--- config.mk ---
export PLATFORM = sky130hd
export DESIGN_NAME = instr_issue_unit
export DESIGN_NICKNAME = d
export VERILOG_FILES = /design/src/rtl/instr_issue_unit.sv
export SDC_FILE = /design/constraint.sdc
export NUM_CORES = 1
export LEC_CHECK = 0
export BUFFER_PORTS_ARGS = -buffer_cell sky130_fd_sc_hd__buf_2
export CAP_MARGIN = 15
export CORE_MARGIN = 2
export CORE_UTILIZATION = 50
export DETAILED_ROUTE_END_ITERATION = 7
export GPL_TIMING_DRIVEN = 0
export HOLD_SLACK_MARGIN = 0.06
export PLACE_DENSITY = 0.7
export RECOVER_POWER = 25
export SLEW_MARGIN = 20
export SYNTH_ARGS = -nofsm -noshare
export SYNTH_HDL_FRONTEND = slang
export SYNTH_SLANG_ARGS = --single-unit
--- constraint.sdc ---
create_clock -name clk -period 4 [get_ports clk]
set_clock_uncertainty 0.15 [all_clocks]
set_input_delay 0.8 -clock clk [delete_from_list [all_inputs] [get_ports clk]]
set_output_delay 0.8 -clock clk [all_outputs]
set_load 0.005 [all_outputs]
--- src/rtl/instr_issue_unit.sv ---
// Fetch/issue front end: steps a PC through a loadable instruction store, presents
// opcodes to the registered main controller and resolves branches from its control word.
module instr_issue_unit #(
  parameter int AW     = 4,
  parameter int CW     = 7,
  parameter int BR_BIT = 5
) (
  input  logic          clk,
  input  logic          rst_n,
  input  logic          ld_en,
  input  logic [AW-1:0] ld_addr,
  input  logic [31:0]   ld_data,
  input  logic          start,
  input  logic [CW-1:0] ctrl_word,
  input  logic          zero,
  output logic [5:0]    opcode,
  output logic [31:0]   instr,
  output logic          issue_valid,
  output logic [AW-1:0] pc,
  output logic          busy,
  output logic          done,
  output logic [7:0]    issue_count
);

  typedef enum logic [2:0] {IDLE, FETCH, ISSUE, RESOLVE, HALT} state_t;

  state_t      state;
  logic [31:0] mem [2**AW];
  logic [31:0] word;
  logic        ld_ok;
  logic        unused_ctrl;

  assign word        = mem[pc];
  assign ld_ok       = ld_en && (state == IDLE || state == HALT);
  assign unused_ctrl = ^ctrl_word;

  // Store has no reset so its contents survive a mid-run reset.
  always_ff @(posedge clk) begin
    if (ld_ok) mem[ld_addr] <= ld_data;
  end

  always_ff @(posedge clk or negedge rst_n) begin
    if (!rst_n) begin
      state       <= IDLE;
      opcode      <= '1;
      instr       <= '0;
      pc          <= '0;
      issue_valid <= 1'b0;
      busy        <= 1'b0;
      done        <= 1'b0;
      issue_count <= '0;
    end else begin
      issue_valid <= 1'b0;
      done        <= 1'b0;
      case (state)
        IDLE, HALT: begin
          if (start) begin
            state       <= FETCH;
            pc          <= '0;
            issue_count <= '0;
            busy        <= 1'b1;
          end
        end
        FETCH: begin
          if (word == 32'hFFFF_FFFF) begin
            state  <= HALT;
            busy   <= 1'b0;
            done   <= 1'b1;
            opcode <= '1;
          end else begin
            state       <= ISSUE;
            instr       <= word;
            opcode      <= word[31:26];
            issue_valid <= 1'b1;
            if (issue_count != 8'hFF) issue_count <= issue_count + 8'd1;
          end
        end
        ISSUE: state <= RESOLVE;
        RESOLVE: begin
          state <= FETCH;
          // Branch target: immediate truncated to AW bits, sum wraps modulo the store depth.
          if (ctrl_word[BR_BIT] && zero) pc <= pc + AW'(1) + instr[AW-1:0];
          else                           pc <= pc + AW'(1);
        end
        default: begin
          state <= IDLE;
          busy  <= 1'b0;
        end
      endcase
    end
  end

endmodule

After elaboration in Yosys (flattened, before gate mapping)
Memories as Yosys holds them, arrays and structs flattened.
Index checks and enable logic that the tools add are counted.
- shift operators: 0
- muxes and demuxes: 20
- reduce and logical (&&, ||, !) cells: 12
- order comparisons: 0
- bitwise gates (word level): 2
- multiply operators: 0
- eq/ne operators: 10
- div/mod/pow operators: 0
- $add $sub $neg: 3
- operator list (cell ; number):
    $eq 32x32->1 const B ; 1
    $mux 8 ; 3
    $pmux 8 s2 ; 1
    $pmux 3 s4 ; 1
    $add 8x1->8 const B ; 1
    $mux 1 ; 8
    $mux 4 ; 2
    $ne 2x2->1 const B ; 4
    $ne 8x8->1 const B ; 1
    $pmux 4 s2 ; 1
    $eq 3x2->1 const B ; 2
    $mux 3 ; 2
    $mux 6 ; 1
    $add 4x1->4 const B ; 1
    $add 4x4->4 ; 1
    $reduce_and 2->1 ; 2
    $reduce_and 4->1 ; 1
    $reduce_bool 2->1 ; 2
    $reduce_or 2->1 ; 2
    $eq 3x1->1 const B ; 1
    $eq 3x3->1 const B ; 1
    $logic_not 3->1 ; 1
    $pmux 1 s3 ; 1
    $reduce_and 3->1 ; 1
    other kinds (3) ; 5
- input bits: 48
- memories kept: 1
- bits in writable memories: 512
- bits in registers: 56
- output and inout bits: 53
- bits in read-only memories: 0
- bits in latches: 0
- logic and storage cells: 56
- memories (memory ; depth ; width ; read ports ; clocked after Yosys merged registers in ; wr ports ; line ; source):
    mem ; 16 ; 32 ; 1 ; 0 ; 1 ; 28 ; logic [31:0] mem [2**AW];

Longest topological paths before layout
- depth in word-level cells: 5
- mapped depth: 17
- gate-level depth less buffers: 8

Least setup slack after synthesis
Ideal clock, no wire load.
- path kind: input port to flip-flop
- start: in ld_addr[1]
- end: mem mem[0][0] (enable)
- path buffers: 0
- stages on the path: 2
- library setup time: 461 ps
- slack: -52 ps
- arrival: 3441 ps
- data required time: 3389 ps
- path through: or3_1 -> nor3_1
- RTL lines (item ; line ; source):
    start: declaration ; 11 ; input logic [AW-1:0] ld_addr,
    end: declaration ; 28 ;
No word-level cell before the write port.

Final worst setup path
- start: reg pc[0]
- end: reg instr[23]
- longest elaborated chain between the ends: 4
- ends and longest elaborated chain (item ; line ; source):
    start: declaration ; 19 ; output logic [AW-1:0] pc,
    start signal: assignment ; 82 ; if (ctrl_word[BR_BIT] && zero) pc <= pc + AW'(1) + instr[AW-1:0];
    start signal: assignment ; 83 ; else pc <= pc + AW'(1);
    $mem_v2 16x32 * ; -- ;
    $eq 32x32->1 ; 65 ; if (word == 32'hFFFF_FFFF) begin
    $not 1->1 (no line) ; -- ;
    $reduce_and 2->1 (no line) ; -- ;
    end signal: assignment ; 72 ; instr <= word;
    end: declaration ; 17 ; output logic [31:0] instr,
Every way passes the cells marked *; elsewhere a longest branch is shown, timed or not.
A chain may end at the register's enable or synchronous reset.

==> impl_metrics.py <==
metrics = {
    "run_status": {
        "status": "finished clean",
    },
    "detailed_routing": {
        "vias": 11400,
        "wl_mm": 54.3,
        "wl_met1_mm": 21.3,
        "antenna_left": 0,
        "top_layer_used": "met5",
        "first_pass_iters": 6,
        "wl_per_cell_um": 29.0,
        "drt_iter0_drc": 1382,
        "viasPerCell": 6.11,
        "wl_met2_mm": 27.1,
        "drcViolationCount": 0,
        "wl_met3_mm": 4.58,
    },
    "grt": {
        "grt.overflow.total": 0,
        "first_global_vias": 11600,
        "grt_max_degree": 47,
        "antenna_found_initial": 3,
        "grt_pass1_wl_mm": 79.0,
        "globalRouteTotalUtil_pct": 23.7,
    },
    "worst_setup_path": {
        "end_kind": "flip-flop",
        "cp_slowest_cell": "or4b_4",
        "crit_path_frequent_cell": "buf_12",
        "cp_slowest_stage_delay_ns": 0.63,
        "crit_fanout": 10,
        "arrival_ns": 4.24,
        "r2r_start": "pc[0]",
        "critPathLaunchType": "flip-flop",
        "crit_path_cell_trace": "buf_6 -> buf_12 -> buf_12 -> buf_12 -> buf_12 -> mux2i_1 -> a221o_1 -> o22ai_2 -> nand4b_1 -> or4b_4 -> o31a_1 -> buf_12 -> buf_16 -> mux2_4",
        "critPathKind": "reg2reg",
        "required_ns": 4.32,
        "worstSetupStartpoint": "pc[0]",
    },
    "layout": {
        "syn2layout_area_growth_pct": 18.3,
        "stdcell_count": 1871,
        "drive_gt1_share_pct": 33.3,
        "final_util_pct": 59.9,
        "finalInstanceArea_sq_um": 26500,
        "nets": 1285,
        "num-fill-cells": 3066,
    },
    "yosys": {
        "synth.most_common_cell": "edfxtp_1",
        "syn_inst": 1032,
        "synth_common_cells": "512 x edfxtp_1, 106 x mux4_2, 50 x dfrtp_1",
        "synth_fp_nets": 1086,
        "synth_top_area_share_pct": 68.6,
        "syn_area_per_cell_sq_um": 21.7,
        "ys_warn_count": 0,
        "synth_edf_count": 512,
        "yosysTopAreaCell": "edfxtp_1",
        "synth-async-reset-ratio_pct": 9.86,
        "synthesis.area_sq_um": 22400,
        "synth.area.top_cells": "edfxtp_1 69%, mux4_2 11%, dfrtp_1 5.6%",
        "ys_seq_area_share_pct": 74.9,
        "postSynthRegisterBits": 568,
        "synth_cell_types": 54,
        "synthFlopType": "edfxtp_1",
    },
    "sta": {
        "hold_ws_ns": 0.309,
        "fmax_mhz": 255,
        "min_period_ns": 3.92,
        "slew_headroom_pct": 34.8,
        "worst_pin_slew_ns": 0.978,
        "hold_viol": 0,
        "setup-violations-final": 0,
        "post-route-period-util_pct": 97.9,
        "slew_violations": 0,
    },
    "clocking": {
        "cts_buffers": 55,
        "clock-root-buffer": "clkbuf_16",
        "htreeDepth": 2,
        "clock_latency_ns": 0.60,
        "cts_tree": "built",
        "cts_buffer_depth": 3,
        "clk_pin_slew_ns": 0.06,
        "clock-sinks": 568,
    },
    "power_and_ir_drop": {
        "p_per_area_nw_per_um2": 644,
        "p_clk_share_pct": 30.0,
        "p_leak_nw": 8.98,
        "p_sw_share_pct": 28.7,
        "internal_power_mw": 12.2,
        "netSwitchingPower_mw": 4.90,
        "max-vdd-ir-drop_v": 0.000316,
        "finalPower_mw": 17.1,
        "p_comb_share_pct": 29.5,
        "seqPwrFrac_pct": 40.5,
    },
    "placement": {
        "dp_hpwl_mm": 35.2,
        "io_buffers": 94,
        "postPlaceCellArea_sq_um": 24500,
        "place.gp.congestion": 0.764,
        "post-place-cells": 1761,
    },
    "floorplan": {
        "die-area_sq_um": 46500,
        "core_area_sq_um": 44200,
        "io_pins": 101,
        "dieWidth_um": 216,
        "start_util_pct": 50.7,
        "fp.dieH_um": 216,
        "row_count": 77,
    },
    "hold_path": {
        "min_from": "opcode[1]",
        "hold_path_class": "reg2reg",
    },
    "run": {
        "maxCapViolCount": 0,
    },
}
-- worst paths after layout --
path | end | slack, ns | cells after the start
min in group asynchronous | instr[22] | 0.47 | 2
max reg2reg | instr[23] | 0.08 | 14
max | instr[23] | 0.08 | 14
min reg2reg | opcode[1] | 0.31 | 2
min | opcode[1] | 0.31 | 2
max in group asynchronous | opcode[4] | 2.62 | 3
-- per-layer routing --
layer,track usage (%),vias to the layer above
met5,0,-
met4,7.45,2
met3,4.36,90
met2,39.2,556
met1,32.5,6066
li1,-,4711
-- what timing repair did --
action,in CTS,in global routing
setup endpoints to repair,45,34
hold buffers,1,0
setup buffers,1,4
endpoints found under the hold margin,10,0
pin swaps,0,5
gates resized for setup,29,28
-- cells by family after synthesis --
family,count (synthesis),share of synthesized area (%)
muxes,193,17.1
xor gates and xnor gates,5,0.196
adders and majority gates,6,0.369
AOI/OAI and AO/OA,77,2.37
DFF,568,74.9
buffers and inverters,61,2.44
and+or+nand+nor,122,2.59
-- worst max-delay path: cells and delay by family (launching register included) --
| kind | cells | cell delay, ns |
|---|---|---|
| buffers and inverters | 7 | 1.14 |
| and+or+nand+nor | 2 | 0.81 |
| AOI/OAI and AO/OA | 3 | 0.78 |
| DFF | 1 | 0.44 |
| muxes | 2 | 0.42 |
-- per-stage QoR --
stage,setup WS (ns),TNS [ns]
after floorplan,0.137,0
after global placement,-3.17,-783.01
after detailed placement,-0.730,-26.22
after CTS,0.00976,0
after global routing,-0.00493,-0.00746
final,0.0826,0
-- power groups by stage --
stage	clock network (mW)	registers, mW	logic (mW)
finish	5.12	6.92	5.04
global route	5.40	6.95	5.38
CTS	5.18	6.92	4.97
detailed placement	0	7.03	4.84
global placement	0	7.03	4.76
floorplan	0	7.01	3.30
-- registers in the layout, summed over array words and instances (netlist names) --
signal       cells
opcode           6
pc               4
done             1
instr           32
issue_count      8
state            3
issue_valid      1
mem            512
busy             1
-- placed cells by master (no fill, tap or decap), drive strengths merged, types with 4 or more instances in the layout --
cell type / count
or3: 4
nand3: 7
nor3: 5
nand2: 43
a31oi: 5
mux4: 134
a311oi: 4
clkbuf: 103
a221oi: 6
ha: 5
o21ai: 13
clkinv: 22
edfxtp: 512
mux2: 31
o31a: 5
buf: 159
nor2b: 8
dfrtp: 50
nand4: 4
bufinv: 4
mux2i: 28
nand2b: 4
a21oi: 14
a22oi: 19
dfstp: 6
inv: 14
nor2: 34
-- area by class of cell --
class	instances	area, sq um	share of cell area (%)
Tap cell	592	741	2.79
Antenna cell	2	5.00	0.0189
Multi-Input combinational cell	403	5280	19.9
Sequential cell	568	16800	63.3
Clock inverter	30	255	0.963
Buffer	47	588	2.22
Inverter	13	48.8	0.184
Timing Repair Buffer	143	1280	4.82
Clock buffer	73	1530	5.76
Power figures use the tool's default switching activity.
